`src/rtl/gpio_mux_bank_if.sv`:
```
// gpio_mux_bank_if: source, select-write and output bundle of gpio_mux_bank.
// master drives sources and strobes; slave is the mux bank.
interface gpio_mux_bank_if #(
   parameter int NUM_CH  = 8,
   parameter int NUM_SRC = 4,
   parameter int SEL_W   = 2
);
   logic [NUM_CH*NUM_SRC-1:0] src_in;
   logic [NUM_CH-1:0]         sel_wr;
   logic [SEL_W-1:0]          sel_wdata;
   logic [NUM_CH*SEL_W-1:0]   sel_q;
   logic [NUM_CH-1:0]         mux_out;
   logic [NUM_CH-1:0]         switching;

   modport master (
      output src_in, sel_wr, sel_wdata,
      input  sel_q, mux_out, switching
   );

   modport slave (
      input  src_in, sel_wr, sel_wdata,
      output sel_q, mux_out, switching
   );
endinterface

```
`src/rtl/gpio_mux_bank.sv`:
```
// gpio_mux_bank: per-channel registered source mux with select dead-time.
// Define GPIO_MUX_SYNC_EN to add a two-flop synchronizer on src_in.
module gpio_mux_bank #(
   parameter int   NUM_CH      = 8,
   parameter int   NUM_SRC     = 4,
   parameter int   SEL_W       = 2,
   parameter int   DEAD_CYCLES = 4,
   parameter int   RESET_SEL   = 0,
   parameter logic IDLE_LEVEL  = 1'b0
) (
   input logic            clk,
   input logic            resetn,
   gpio_mux_bank_if.slave bus
);
   localparam int SRC_W = NUM_CH * NUM_SRC;
   localparam int PAD_W = 1 << SEL_W;
   localparam logic [SEL_W-1:0] RST_SEL = SEL_W'(RESET_SEL);
   localparam logic [SEL_W:0]   NSRC    = (SEL_W+1)'(NUM_SRC);
   localparam logic [7:0]       DEAD    = 8'(DEAD_CYCLES);
   localparam bit               HAS_GAP = (DEAD_CYCLES != 0);

   typedef enum logic {ACTIVE, GAP} state_e;

   logic [SRC_W-1:0] src_m;

`ifdef GPIO_MUX_SYNC_EN
   logic [SRC_W-1:0] sync1_q;
   logic [SRC_W-1:0] sync2_q;

   always_ff @(posedge clk) begin
      if (!resetn) begin
         sync1_q <= {SRC_W{IDLE_LEVEL}};
         sync2_q <= {SRC_W{IDLE_LEVEL}};
      end else begin
         sync1_q <= bus.src_in;
         sync2_q <= sync1_q;
      end
   end

   assign src_m = sync2_q;
`else
   assign src_m = bus.src_in;
`endif

   state_e           state_q [NUM_CH];
   state_e           state_d [NUM_CH];
   logic [SEL_W-1:0] selr_q  [NUM_CH];
   logic [SEL_W-1:0] selr_d  [NUM_CH];
   logic [7:0]       cnt_q   [NUM_CH];
   logic [7:0]       cnt_d   [NUM_CH];
   logic [NUM_CH-1:0] out_q;
   logic [NUM_CH-1:0] out_d;

   logic [PAD_W-1:0] src_ch [NUM_CH];
   logic             wr_ok;

   // Pad each channel's sources to 2**SEL_W so the select indexes exactly
   always_comb begin
      for (int c = 0; c < NUM_CH; c++) begin
         src_ch[c] = '0;
         src_ch[c][NUM_SRC-1:0] = src_m[c*NUM_SRC +: NUM_SRC];
      end
   end

   assign wr_ok = {1'b0, bus.sel_wdata} < NSRC;

   always_comb begin
      for (int c = 0; c < NUM_CH; c++) begin
         state_d[c] = state_q[c];
         selr_d[c]  = selr_q[c];
         cnt_d[c]   = cnt_q[c];
         out_d[c]   = IDLE_LEVEL;
         unique case (state_q[c])
            ACTIVE: begin
               out_d[c] = src_ch[c][selr_q[c]];
               if (bus.sel_wr[c] && wr_ok &&
                   bus.sel_wdata != selr_q[c]) begin
                  selr_d[c] = bus.sel_wdata;
                  if (HAS_GAP) begin
                     state_d[c] = GAP;
                     cnt_d[c]   = DEAD;
                     out_d[c]   = IDLE_LEVEL;
                  end
               end
            end
            GAP: begin
               if (bus.sel_wr[c] && wr_ok) begin
                  selr_d[c] = bus.sel_wdata;
                  cnt_d[c]  = DEAD;
               end else if (cnt_q[c] == 8'd1) begin
                  state_d[c] = ACTIVE;
                  cnt_d[c]   = 8'd0;
                  out_d[c]   = src_ch[c][selr_q[c]];
               end else begin
                  cnt_d[c] = cnt_q[c] - 8'd1;
               end
            end
            default: begin
               state_d[c] = ACTIVE;
            end
         endcase
      end
   end

   always_ff @(posedge clk) begin
      if (!resetn) begin
         for (int c = 0; c < NUM_CH; c++) begin
            state_q[c] <= ACTIVE;
            selr_q[c]  <= RST_SEL;
            cnt_q[c]   <= 8'd0;
         end
         out_q <= {NUM_CH{IDLE_LEVEL}};
      end else begin
         for (int c = 0; c < NUM_CH; c++) begin
            state_q[c] <= state_d[c];
            selr_q[c]  <= selr_d[c];
            cnt_q[c]   <= cnt_d[c];
         end
         out_q <= out_d;
      end
   end

   for (genvar g = 0; g < NUM_CH; g++) begin : g_out
      assign bus.sel_q[g*SEL_W +: SEL_W] = selr_q[g];
      assign bus.switching[g] = (state_q[g] == GAP);
   end

   assign bus.mux_out = out_q;

endmodule

```
`src/flat_wrapper.sv`:
```
// flat-port wrapper written by rule: the top's interface ports become plain ports
module gpio_mux_bank_flat 
#(
   parameter int   NUM_CH      = 8,
   parameter int   NUM_SRC     = 4,
   parameter int   SEL_W       = 2,
   parameter int   DEAD_CYCLES = 4,
   parameter int   RESET_SEL   = 0,
   parameter logic IDLE_LEVEL  = 1'b0
)
  (clk, resetn, bus_src_in, bus_sel_wr, bus_sel_wdata, bus_sel_q, bus_mux_out, bus_switching);
  gpio_mux_bank_if #(.NUM_CH(NUM_CH), .NUM_SRC(NUM_SRC), .SEL_W(SEL_W)) bus_i ();
  input logic clk;
  input logic resetn;
  input wire logic [$bits(bus_i.src_in)-1:0] bus_src_in;
  input wire logic [$bits(bus_i.sel_wr)-1:0] bus_sel_wr;
  input wire logic [$bits(bus_i.sel_wdata)-1:0] bus_sel_wdata;
  output wire logic [$bits(bus_i.sel_q)-1:0] bus_sel_q;
  output wire logic [$bits(bus_i.mux_out)-1:0] bus_mux_out;
  output wire logic [$bits(bus_i.switching)-1:0] bus_switching;
  assign bus_i.src_in = bus_src_in;
  assign bus_i.sel_wr = bus_sel_wr;
  assign bus_i.sel_wdata = bus_sel_wdata;
  assign bus_sel_q = bus_i.sel_q;
  assign bus_mux_out = bus_i.mux_out;
  assign bus_switching = bus_i.switching;
  gpio_mux_bank #(.NUM_CH(NUM_CH), .NUM_SRC(NUM_SRC), .SEL_W(SEL_W), .DEAD_CYCLES(DEAD_CYCLES), .RESET_SEL(RESET_SEL), .IDLE_LEVEL(IDLE_LEVEL)) u_core (.clk(clk), .resetn(resetn), .bus(bus_i));
endmodule
```
`config.mk`:
```
export PLATFORM = sky130hd
export DESIGN_NAME = gpio_mux_bank_flat
export DESIGN_NICKNAME = d
export VERILOG_FILES = /design/src/rtl/gpio_mux_bank_if.sv /design/src/rtl/gpio_mux_bank.sv /design/src/flat_wrapper.sv
export SDC_FILE = /design/constraint.sdc
export NUM_CORES = 1
export LEC_CHECK = 0
export BUFFER_PORTS_ARGS = -buffer_cell sky130_fd_sc_hd__buf_2
export CAP_MARGIN = 15
export CORE_MARGIN = 2
export CORE_UTILIZATION = 25
export DETAILED_ROUTE_END_ITERATION = 10
export PLACE_DENSITY_LB_ADDON = 0.25
export SETUP_SLACK_MARGIN = 0.4
export SYNTH_ARGS = -nofsm -noshare
export SYNTH_HDL_FRONTEND = slang
export SYNTH_SLANG_ARGS = --single-unit
```
`constraint.sdc`:
```
create_clock -name clk -period 3.25 [get_ports clk]
set_input_delay 0.975 -clock clk [delete_from_list [all_inputs] [get_ports clk]]
set_output_delay 0.975 -clock clk [all_outputs]
set_load 0.03 [all_outputs]
```
[Word-level counts from Yosys, hierarchy flattened]
Memory sizes are Yosys's and may differ from the RTL's.
Cells that the tools add are included.
Word-level totals
  bits in registers: 8
  memories kept: 3
  RAM bits: 88
  word-level logic and storage cells: 238
Memory list
  u_core.cnt_q: words 8, bits a word 8, read ports 8, clocked after memory_dff 0, wr ports 8, line gpio_mux_bank.sv:49  | logic [7:0] cnt_q [NUM_CH];
  u_core.selr_q: words 8, bits a word 2, read ports 8, clocked after memory_dff 0, wr ports 8, line gpio_mux_bank.sv:47  | logic [SEL_W-1:0] selr_q [NUM_CH];
  u_core.state_q: words 8, bits a word 1, read ports 8, clocked after memory_dff 0, wr ports 8, line gpio_mux_bank.sv:45  | state_e state_q [NUM_CH];
Operators by class
  bitwise logic cells: 32
  $lt $le $gt $ge: 8
  $add $sub $neg: 8
  reductions and logical operators: 8
  equal/unequal tests: 16
  mux-type cells: 162
Operators by type and width (count)
  $mux 8: 32
  $pmux 8 s2: 8
  $mux 1: 66
  $eq 8x1->1 const B: 8
  $sub 8x1->8 const B: 8
  $mux 2: 24
  $pmux 1 s2: 16
  $pmux 2 s2: 8
  $lt 2x3->1 const B: 8
  $or 1x1->1: 24
  $bmux 1 s2: 8
  $ne 2x2->1: 8
  $logic_and 1x1->1: 8
  $not 1->1: 8

[Logic depth before layout (Yosys ltp)]
Gate-level depths: netlist (run 1).
An unclocked memory read counts as a cell.
  depth after elaboration: 6
  depth in mapped cells: 8
  gate-level depth less buffers: 7

[Least setup slack after synthesis (run 1)]
OpenSTA, ideal clock, no wires.
  path kind: input-to-reg
  start: input port bus_sel_wdata[0]
  end: memory u_core.cnt_q[6][2] (netlist: u_core.cnt_q[0][50])
  data arrival time: 2287 ps
  cell stages on the path: 8
  path slack: 844 ps
  setup time: 119 ps
  path buffers: 3
  cells stage by stage: buf_4 > buf_4 > xnor2_1 > nand2_1 > a21oi_1 > buf_2 > nor2_1 > o221a_1
RTL lines
  start, declared: line flat_wrapper.sv:17  | input wire logic [$bits(bus_i.sel_wdata)-1:0] bus_sel_wdata;
  end, declared: line gpio_mux_bank.sv:49

==> qor.yml, run 1 <==
worst_setup_path:
  cp-end-kind: "register"
  crit_fanout: 16
  r2r_setup_slack_ps: 1250
  r2r_end: "u_core.cnt_q[0][62]"
  arrival_ps: 2630
  startpoint_type: "input port"
  critical_path_class: "in2reg"
  reg2reg_depth: 6
  r2r_start: "u_core.cnt_q[0][56]"
  required_ps: 3490
floorplan:
  fp.dieH_um: 143.7
  start_util_pct: 25.23
  io_pins: 76
  core_area_sq_um: 19330
  fp.dieW_um: 143.7
  num_rows: 51
  die-area_sq_um: 20650
logic_synthesis:
  syn-num-nets: 604
  muxShareOfSynthArea_pct: 6.976
  synth_fa_ha_area_share_pct: 4.104
  async_reset_ff_share_pct: 0
  yosys_warnings: 0
  ys_ff_latch: 96
  synthCells: 544
  synth.lib_cells_used.distinct: 54
  ys_seq_area_share_pct: 39.39
  synth_edf_count: 0
  synth_simple_gate_area_share_pct: 23.72
  synth.avg_cell_area_sq_um: 8.968
  syn_area_sq_um: 4878
  synth_ff_type: "dfxtp_1"
  synth_top_family_by_area: "simple AND/OR/NAND/NOR gates"
  synth_xor_xnor_area_share_pct: 5.566
  synth_compound_area_share_pct: 16.67
place:
  io_buffers: 75
  pre_cts_slack_ps: 479.8
  dp_hpwl_um: 8698
  place_inst: 875
  gp_congestion: 0.7970
  place_area_sq_um: 5567
clocking:
  h-tree-depth: 3
  clk_pin_slew_ps: 70
  root_buffer: "clkbuf_16"
  cts_tree: "yes"
  postCtsSetupBuffers: 0
  ctsResizeCount: 0
  clkSinkCount: 96
  cts_made_buffers: 9
  postCtsHoldBufs: 0
  cts.path.max_buffers: 2
  clkLatencyLatePin_ps: 350
layout:
  instances_no_fill: 891
  area_delta_synth_final_pct: 20.42
  num_antenna_cells: 0
  fin_nets: 681
  postLayoutCoreUtil_pct: 30.38
  fin_area_sq_um: 5874
  layout-drive-gt1-share_pct: 20.61
detailed_routing:
  drt-total-wl_um: 11870
  drcViolationCount: 0
  drtIter0Drc: 257
  drtPass1Iterations: 4
  vias: 4213
  wl_per_cell_um: 13.32
  vias_per_cell: 4.728
  ant_nets: 0
timing:
  worst-slew-pin-transition_ps: 629.6
  final_hold_viol_count: 0
  fin_setup_tns_ps: 0
  fin_crit_sh_pct: 73.52
  finalWorstSetupSlack_ps: 860.7
  drv_slew: 0
  setup_viol: 0
  max_freq_ghz: 0.4185
  clock_skew_ps: 6.649
  holdWs_ps: 489.8
  slew_headroom_pct: 57.64
  min_period_ps: 2389
  rsz0062_at_grt: "no"
global_route:
  grt_pass1_wl_um: 19310
  grt_pass1_vias: 4046
  grt_usage_pct: 11.82
  grt-ovfl-total: 0
  antenna_found_initial: 0
  grt_max_degree: 31
power_and_ir_drop:
  powerDensity_nw_per_um2: 567.9
  power.total_mw: 3.336
  ir_drop_uv: 292.0
  p_leak_nw: 2.379
min_path:
  hold_end: "u_core.cnt_q[0][61]"
  hold_path_startpoint: "u_core.cnt_q[0][61]"
  holdCritPathClass: "reg2reg"
  min_delay_path_depth: 2
job:
  maxCapViolations: 0
run_status:
  status: "finished clean"
-- cells in the mapped netlist (all sizes together) (6+ instances only) --
cell	count	area, sq um
mux2i	16	160.2
nor2	92	347.8
nand2	14	52.55
inv	23	86.33
nor2b	8	50.05
xnor2	25	219.0
a21oi	53	269.0
o211ai	7	52.55
nand3	6	30.03
or4	12	105.1
and3	9	56.30
dfxtp	96	1922
nand2b	7	43.79
mux4	8	180.2
o21ai	31	173.9
nor4	7	43.79
buf	8	53.80
nor3	16	80.08
clkbuf	8	30.03
ha	16	200.2
xor2	6	52.55
or3	18	113.9
o22ai	7	43.79
-- state kept, by name (all words and copies together) (netlist names) --
register	cells
u_core.state_q	8
u_core.selr_q	16
u_core.bus.mux_out	8
u_core.cnt_q	64
-- cells in the final DEF, fill, tap and decap left out, drive strengths merged, types with 4 or more instances in the layout --
master,instances
o21ai,31
nor4b,5
o211ai,7
nand3,6
nor4,7
ha,16
or3,18
o221a,5
o41ai,5
nand2b,7
and3,9
a21oi,53
buf,82
nor2b,8
inv,23
xor2,6
nor3,16
dfxtp,96
mux4,8
or4b,5
mux2i,16
clkbuf,11
nor2,92
o31ai,5
o22ai,7
or4,12
nand2,14
nor3b,4
xnor2,25
-- cell type report --
| cell class | count | area [sq um] |
|---|---|---|
| Clock buffer | 11 | 252.7 |
| Clock inverter | 5 | 55.05 |
| Fill cell | 2029 | 13460 |
| Inverter | 24 | 90.09 |
| Multi-Input combinational cell | 408 | 2783 |
| Sequential cell | 96 | 1922 |
| Tap cell | 265 | 331.6 |
| Timing Repair Buffer | 82 | 440.4 |
-- how the worst max path moves through the flow --
stage                           to  slack [ps]             start
6_report       u_core.cnt_q[0][34]         860  bus_sel_wdata[1]
5_1_grt         u_core.cnt_q[0][8]         650  bus_sel_wdata[1]
4_1_cts        u_core.cnt_q[0][34]         860  bus_sel_wdata[1]
3_5_place_dp   u_core.cnt_q[0][34]         480  bus_sel_wdata[1]
3_3_place_gp   u_core.cnt_q[0][34]         540  bus_sel_wdata[1]
2_1_floorplan  u_core.cnt_q[0][50]         840  bus_sel_wdata[0]
-- routing by layer --
layer | track usage, % | routed length [um] | vias up
met4 | 5.934 | 250 | 0
met1 | 14.05 | 5449 | 2004
met2 | 19.95 | 5654 | 66
met3 | 2.732 | 511 | 14
met5 | 0 | 0 | -
li1 | - | - | 2129
-- power by group --
part,switching [mW],total [mW],internal (mW)
Combinational,0.453,0.812,0.358
Sequential,0.127,1.42,1.29
Clock,0.472,1.11,0.636
-- critical path, cell delays in order --
cell and delay, ps:
buf_2 350, xnor2_1 170, nand2_1 90, a21oi_1 500, buf_4 250, nor2_1 50, o221a_2 230
-- cell families (layout without fill, tap and decap cells) --
| logic type | after synthesis | after routing |
|---|---|---|
| AND/OR/NAND/NOR | 208 | 208 |
| AO/OA/AOI/OAI | 129 | 129 |
| flip-flops | 96 | 96 |
| buffers and inverters | 40 | 122 |
| XOR/XNOR | 31 | 31 |
| multiplexers | 24 | 24 |
| adder cells (fa/ha/maj) | 16 | 16 |
No activity file was read; power rests on OpenSTA's default activity.
==> inputs of run 2 (changes only) <==
==> constraint.sdc (replaced) <==
create_clock -name clk -period 2.3 [get_ports clk]
set_input_delay 0.69 -clock clk [delete_from_list [all_inputs] [get_ports clk]]
set_output_delay 0.69 -clock clk [all_outputs]
set_load 0.03 [all_outputs]
==> qor.yml, run 2 (synthesized netlist as in run 1, its figures left out) <==
run_status:
  status: "finished clean"
clocking:
  h-tree-depth: 3
  root_buffer: "clkbuf_16"
  cts_tree: "yes"
  clkLatencyLatePin_ps: 340
  cts_made_buffers: 9
  clk_pin_slew_ps: 60
  cts.path.max_buffers: 2
  clkSinkCount: 96
timing:
  drv_slew: 0
  min_period_ps: 1894
  finalWorstSetupSlack_ps: 406.2
  worst-slew-pin-transition_ps: 590.7
  rsz0062_at_grt: "yes"
  clock_skew_ps: 5.682
  setup_viol: 0
  final_hold_viol_count: 0
  max_freq_ghz: 0.5280
  fin_crit_sh_pct: 82.34
  slew_headroom_pct: 60.25
  fin_setup_tns_ps: 0
floorplan:
  core_area_sq_um: 19330
  die-area_sq_um: 20650
  fp.dieW_um: 143.7
  io_pins: 76
  start_util_pct: 25.23
  num_rows: 51
  fp.dieH_um: 143.7
detailed_routing:
  drcViolationCount: 0
  ant_nets: 0
  drtIter0Drc: 164
  vias_per_cell: 4.670
  drt-total-wl_um: 12120
  wl_per_cell_um: 13.39
  vias: 4226
  drtPass1Iterations: 4
worst_setup_path:
  arrival_ps: 2170
  r2r_setup_slack_ps: 410
  cp-end-kind: "register"
  critical_path_class: "reg2reg"
  required_ps: 2580
  startpoint_type: "register"
  crit_fanout: 3
layout:
  multi_input_area_sq_um: 2932
  area_delta_synth_final_pct: 25.65
  layout_common_cells: "dfxtp_1, nor2_1, buf_2"
  top_register: "u_core.cnt_q"
  layout_commonest_cell: "dfxtp_1"
  fin_nets: 696
  postLayoutCoreUtil_pct: 31.70
  largest_register_ffs: 64
  nFillCells: 1998
  reg_top3: "u_core.cnt_q (64), u_core.selr_q (16)"
  layout-drive-gt1-share_pct: 26.25
  num_antenna_cells: 0
  register_area_sq_um: 1926
place:
  io_buffers: 75
  dp_hpwl_um: 8700
  gp_congestion: 0.8078
  pre_cts_slack_ps: -65.53
power_and_ir_drop:
  powerDensity_nw_per_um2: 776.2
  p_leak_nw: 2.487
  ir_drop_uv: 339.3
global_route:
  grt_max_degree: 44
  grt_pass1_wl_um: 18990
  antenna_found_initial: 0
  grt-ovfl-total: 0
  grt_usage_pct: 11.73
  grt_pass1_vias: 3858
job:
  maxCapViolations: 0
min_path:
  holdCritPathClass: "reg2reg"
[run 2: cell types whose count changed in the layout (fill, tap and decap cells not counted), sizes merged]
cell      before  now
buf           82   97
clkbuf        11   12
clkinv         3    2
clkinvlp       2    1
[run 2: critical path, stage by stage, from the launching register on]
cell     delay [ps]
dfxtp_2         320
inv_2            70
ha_4            130
or3b_4          380
or3_4           330
or4_4           480
a21oi_2         120
[run 2: worst paths after layout]
kind | start | endpoint | cells after the start
worst max-delay path | u_core.cnt_q[0][57] | u_core.cnt_q[0][62] | 6
worst max register to register | u_core.cnt_q[0][57] | u_core.cnt_q[0][62] | 6
worst min-delay path | u_core.cnt_q[0][22] | u_core.cnt_q[0][22] | 2
worst min register to register | u_core.cnt_q[0][22] | u_core.cnt_q[0][22] | 2
[run 2: power breakdown]
group / leakage, nW / internal, mW / total, mW / switching, mW
Combinational: 1.56 / 0.573 / 1.23 / 0.662
Sequential: 0.790 / 1.82 / 2.02 / 0.194
Clock: 0.139 / 0.867 / 1.51 / 0.640
[run 2: per-layer routing]
| metal | GRT usage (%) | wire [um] | up-vias |
|---|---|---|---|
| met5 | 0 | 0 | - |
| met1 | 14.90 | 5689 | 1995 |
| met3 | 2.066 | 346 | 10 |
| met4 | 4.799 | 204 | 0 |
| li1 | - | - | 2144 |
| met2 | 19.67 | 5882 | 77 |
[run 2: timing repair]
item | in CTS | in global routing
hold buffers | 0 | 0
pin swaps | 3 | 11
setup buffers | 5 | 10
setup endpoints to repair | 31 | 21
gates resized for setup | 13 | 11
[run 2: through the flow]
stage | hold slack, ps | std cells | instance area [sq um] | power, mW
2_1_floorplan | 451.4 | 544 | 4994 | 2.915
3_3_place_gp | 472.4 | 875 | 5637 | 3.174
3_5_place_dp | 478.7 | 875 | 5637 | 3.198
4_1_cts | 489.8 | 895 | 6008 | 4.756
5_1_grt | 519.7 | 905 | 6130 | 5.034
6_report | 490.9 | 905 | 6130 | 4.758
[run 2: cell type report]
cell class                 instances  share of cell area, %
clock buffer                      12                  4.021
clock inverter                     3                 0.6940
inverter                          24                  1.470
multi-input combinational        408                  47.83
sequential                        96                  31.41
tap                              265                  5.409
timing repair buffer              97                  9.165
==> inputs of run 3 (changes only) <==
--- a/config.mk
+++ b/config.mk
@@ -5,6 +5,7 @@
 export SDC_FILE = /design/constraint.sdc
 export NUM_CORES = 1
 export LEC_CHECK = 0
+export ABC_AREA = 1
 export BUFFER_PORTS_ARGS = -buffer_cell sky130_fd_sc_hd__buf_2
 export CAP_MARGIN = 15
 export CORE_MARGIN = 2
==> constraint.sdc (replaced) <==
create_clock -name clk -period 1.9 [get_ports clk]
set_input_delay 0.57 -clock clk [delete_from_list [all_inputs] [get_ports clk]]
set_output_delay 0.57 -clock clk [all_outputs]
set_load 0.03 [all_outputs]
==> qor.yml, run 3 <==
layout:
  top_register: "u_core.cnt_q"
  num_antenna_cells: 0
  postLayoutCoreUtil_pct: 31.67
  fin_area_sq_um: 6678
  layout-drive-gt1-share_pct: 16.17
  fin_nets: 995
  area_delta_synth_final_pct: 23.57
  nFillCells: 2321
  layout_commonest_cell: "nand2_1"
  largest_register_ffs: 64
  instances_no_fill: 1215
  layout_common_cells: "nand2_1, nor2_1, inv_1"
  reg_top3: "u_core.cnt_q (64), u_core.selr_q (16)"
run_status:
  status: "finished clean"
floorplan:
  core_area_sq_um: 21090
  fp.dieH_um: 151.0
  start_util_pct: 25.63
  fp.dieW_um: 151.0
  num_rows: 53
  die-area_sq_um: 22810
  io_pins: 76
timing:
  fin_crit_sh_pct: 78.52
  drv_slew: 0
  clock_skew_ps: 7.738
  fin_setup_tns_ps: 0
  setup_viol: 0
  finalWorstSetupSlack_ps: 408.1
  final_hold_viol_count: 0
  max_freq_ghz: 0.6703
  min_period_ps: 1492
  worst-slew-pin-transition_ps: 421.6
  rsz0062_at_grt: "yes"
  slew_headroom_pct: 71.68
  holdWs_ps: 481.3
power_and_ir_drop:
  p_leak_nw: 3.170
  clock_power_share_pct: 33.2
  powerDensity_nw_per_um2: 931.2
  p_sw_mw: 2.088
  ir_drop_uv: 296.1
  power_frac_seq_pct: 39.1
  power.total_mw: 6.218
  p_int_mw: 4.131
  power_frac_comb_pct: 27.7
  swShare_pct: 33.57
min_path:
  holdCritPathClass: "reg2reg"
worst_setup_path:
  crit_family: "flip-flops"
  required_ps: 1330
  max_stage_delay_ps: 400
  cpMaxStageDelayCell: "dfxtp_4"
  crit_fanout: 9
  cp-end-kind: "output port"
  cp_num_buf_inv: 1
  startpoint_type: "register"
  arrival_ps: 920
  path_cells: "buf_4"
  critical_path_class: "reg2out"
logic_synthesis:
  yosys_warnings: 0
  ys_ff_latch: 96
  syn_area_sq_um: 5404
  synth_ff_type: "dfxtp_1"
  async_reset_ff_share_pct: 0
  synth_top_area_share_pct: 35.56
  ys_seq_area_share_pct: 35.56
  synth_area_leader_cell: "dfxtp_1"
  synth.lib_cells_used.distinct: 29
  yosysMostFrequentCell: "nand2_1"
  synth.avg_cell_area_sq_um: 6.320
  syn-num-nets: 915
  synthCells: 855
  synth_common_cells: "nand2_1, nor2_1, inv_1"
  synth_edf_count: 0
  synth_area_leaders: "dfxtp_1, nand2_1, nor2_1, inv_1, nand3_1"
clocking:
  cts.path.max_buffers: 2
  clkSinkCount: 96
  clk_pin_slew_ps: 70
  cts_made_buffers: 9
  root_buffer: "clkbuf_16"
  postCtsHoldBufs: 0
  clkLatencyLatePin_ps: 350
  h-tree-depth: 3
  cts_tree: "yes"
place:
  gp_congestion: 0.8200
  pre_cts_slack_ps: 129.2
  dp_hpwl_um: 10080
  place_area_sq_um: 6157
  io_buffers: 75
  place_inst: 1199
detailed_routing:
  vias_per_cell: 4.328
  drtIter0Drc: 263
  vias: 5258
  drt-total-wl_um: 13570
  drcViolationCount: 0
  drtPass1Iterations: 5
  wl_per_cell_um: 11.17
  ant_nets: 0
global_route:
  grt_max_degree: 34
  antenna_found_initial: 0
  grt_pass1_wl_um: 22430
  grt_pass1_vias: 4777
  grt-ovfl-total: 0
  grt_usage_pct: 12.26
job:
  maxCapViolations: 0
==> run 3: cell count changes after synthesis, moves of 11 or more <==
| cell | previous run | this run |
|---|---|---|
| nor2_1 | 91 | 131 |
| nand2_1 | 14 | 251 |
| or3_1 | 17 | 0 |
| nand3_1 | 6 | 71 |
| inv_1 | 23 | 110 |
| xnor2_1 | 25 | 14 |
==> run 3: repair_timing <==
item / in CTS / in global routing
setup buffers: 0 / 0
pin swaps: 0 / 0
resized for setup: 56 / 21
hold endpoints to repair: 0 / 0
endpoints found under the setup margin: 25 / 38
gates cloned: 0 / 0
==> run 3: final cells by class <==
| cell class | count | area [sq um] | share of cell area [%] |
|---|---|---|---|
| Tap cell | 275 | 344.1 | 5.153 |
| Clock inverter | 4 | 75.07 | 1.124 |
| Clock buffer | 12 | 266.5 | 3.991 |
| Sequential cell | 96 | 1981 | 29.66 |
| Timing Repair Buffer | 89 | 611.8 | 9.162 |
| Multi-Input combinational cell | 629 | 2987 | 44.73 |
| Inverter | 110 | 412.9 | 6.183 |
==> run 3: metal layers <==
metal  track usage [%]  vias to the layer above  routed length [um]
li1                  -                     2849                   -
met1             16.00                     2314                6593
met2             20.36                       84                6157
met3             2.289                       11                 624
met4             4.065                        0                 190
met5                 0                        -                   0
==> run 3: path summary, 6_finish.rpt <==
check / start / end / slack, ps / cells after the start
hold reg to reg: u_core.cnt_q[0][54] / u_core.cnt_q[0][54] / 480 / 2
setup reg to reg: u_core.cnt_q[0][56] / u_core.cnt_q[0][58] / 550 / 8
hold / removal: u_core.cnt_q[0][54] / u_core.cnt_q[0][54] / 480 / 2
setup / recovery: u_core.state_q[1][1] / bus_switching[3] / 410 / 1
==> run 3: power groups by stage <==
| stage | registers (mW) | logic (mW) | clock network (mW) |
|---|---|---|---|
| after global routing | 2.46 | 1.99 | 2.19 |
| after detailed placement | 2.46 | 1.68 | 0 |
| after floorplan | 2.53 | 1.19 | 0 |
| after CTS | 2.43 | 1.72 | 2.14 |
| after global placement | 2.47 | 1.67 | 0 |
| final | 2.43 | 1.72 | 2.06 |
==> run 3: cells by family after synthesis <==
group,synth area share [%]
adders and majority gates,3.705
AOI/OAI and AO/OA,9.030
DFF,35.56
muxes,1.111
xor gates and xnor gates,3.079
and+or+nand+nor,37.53
buffers and inverters,9.979
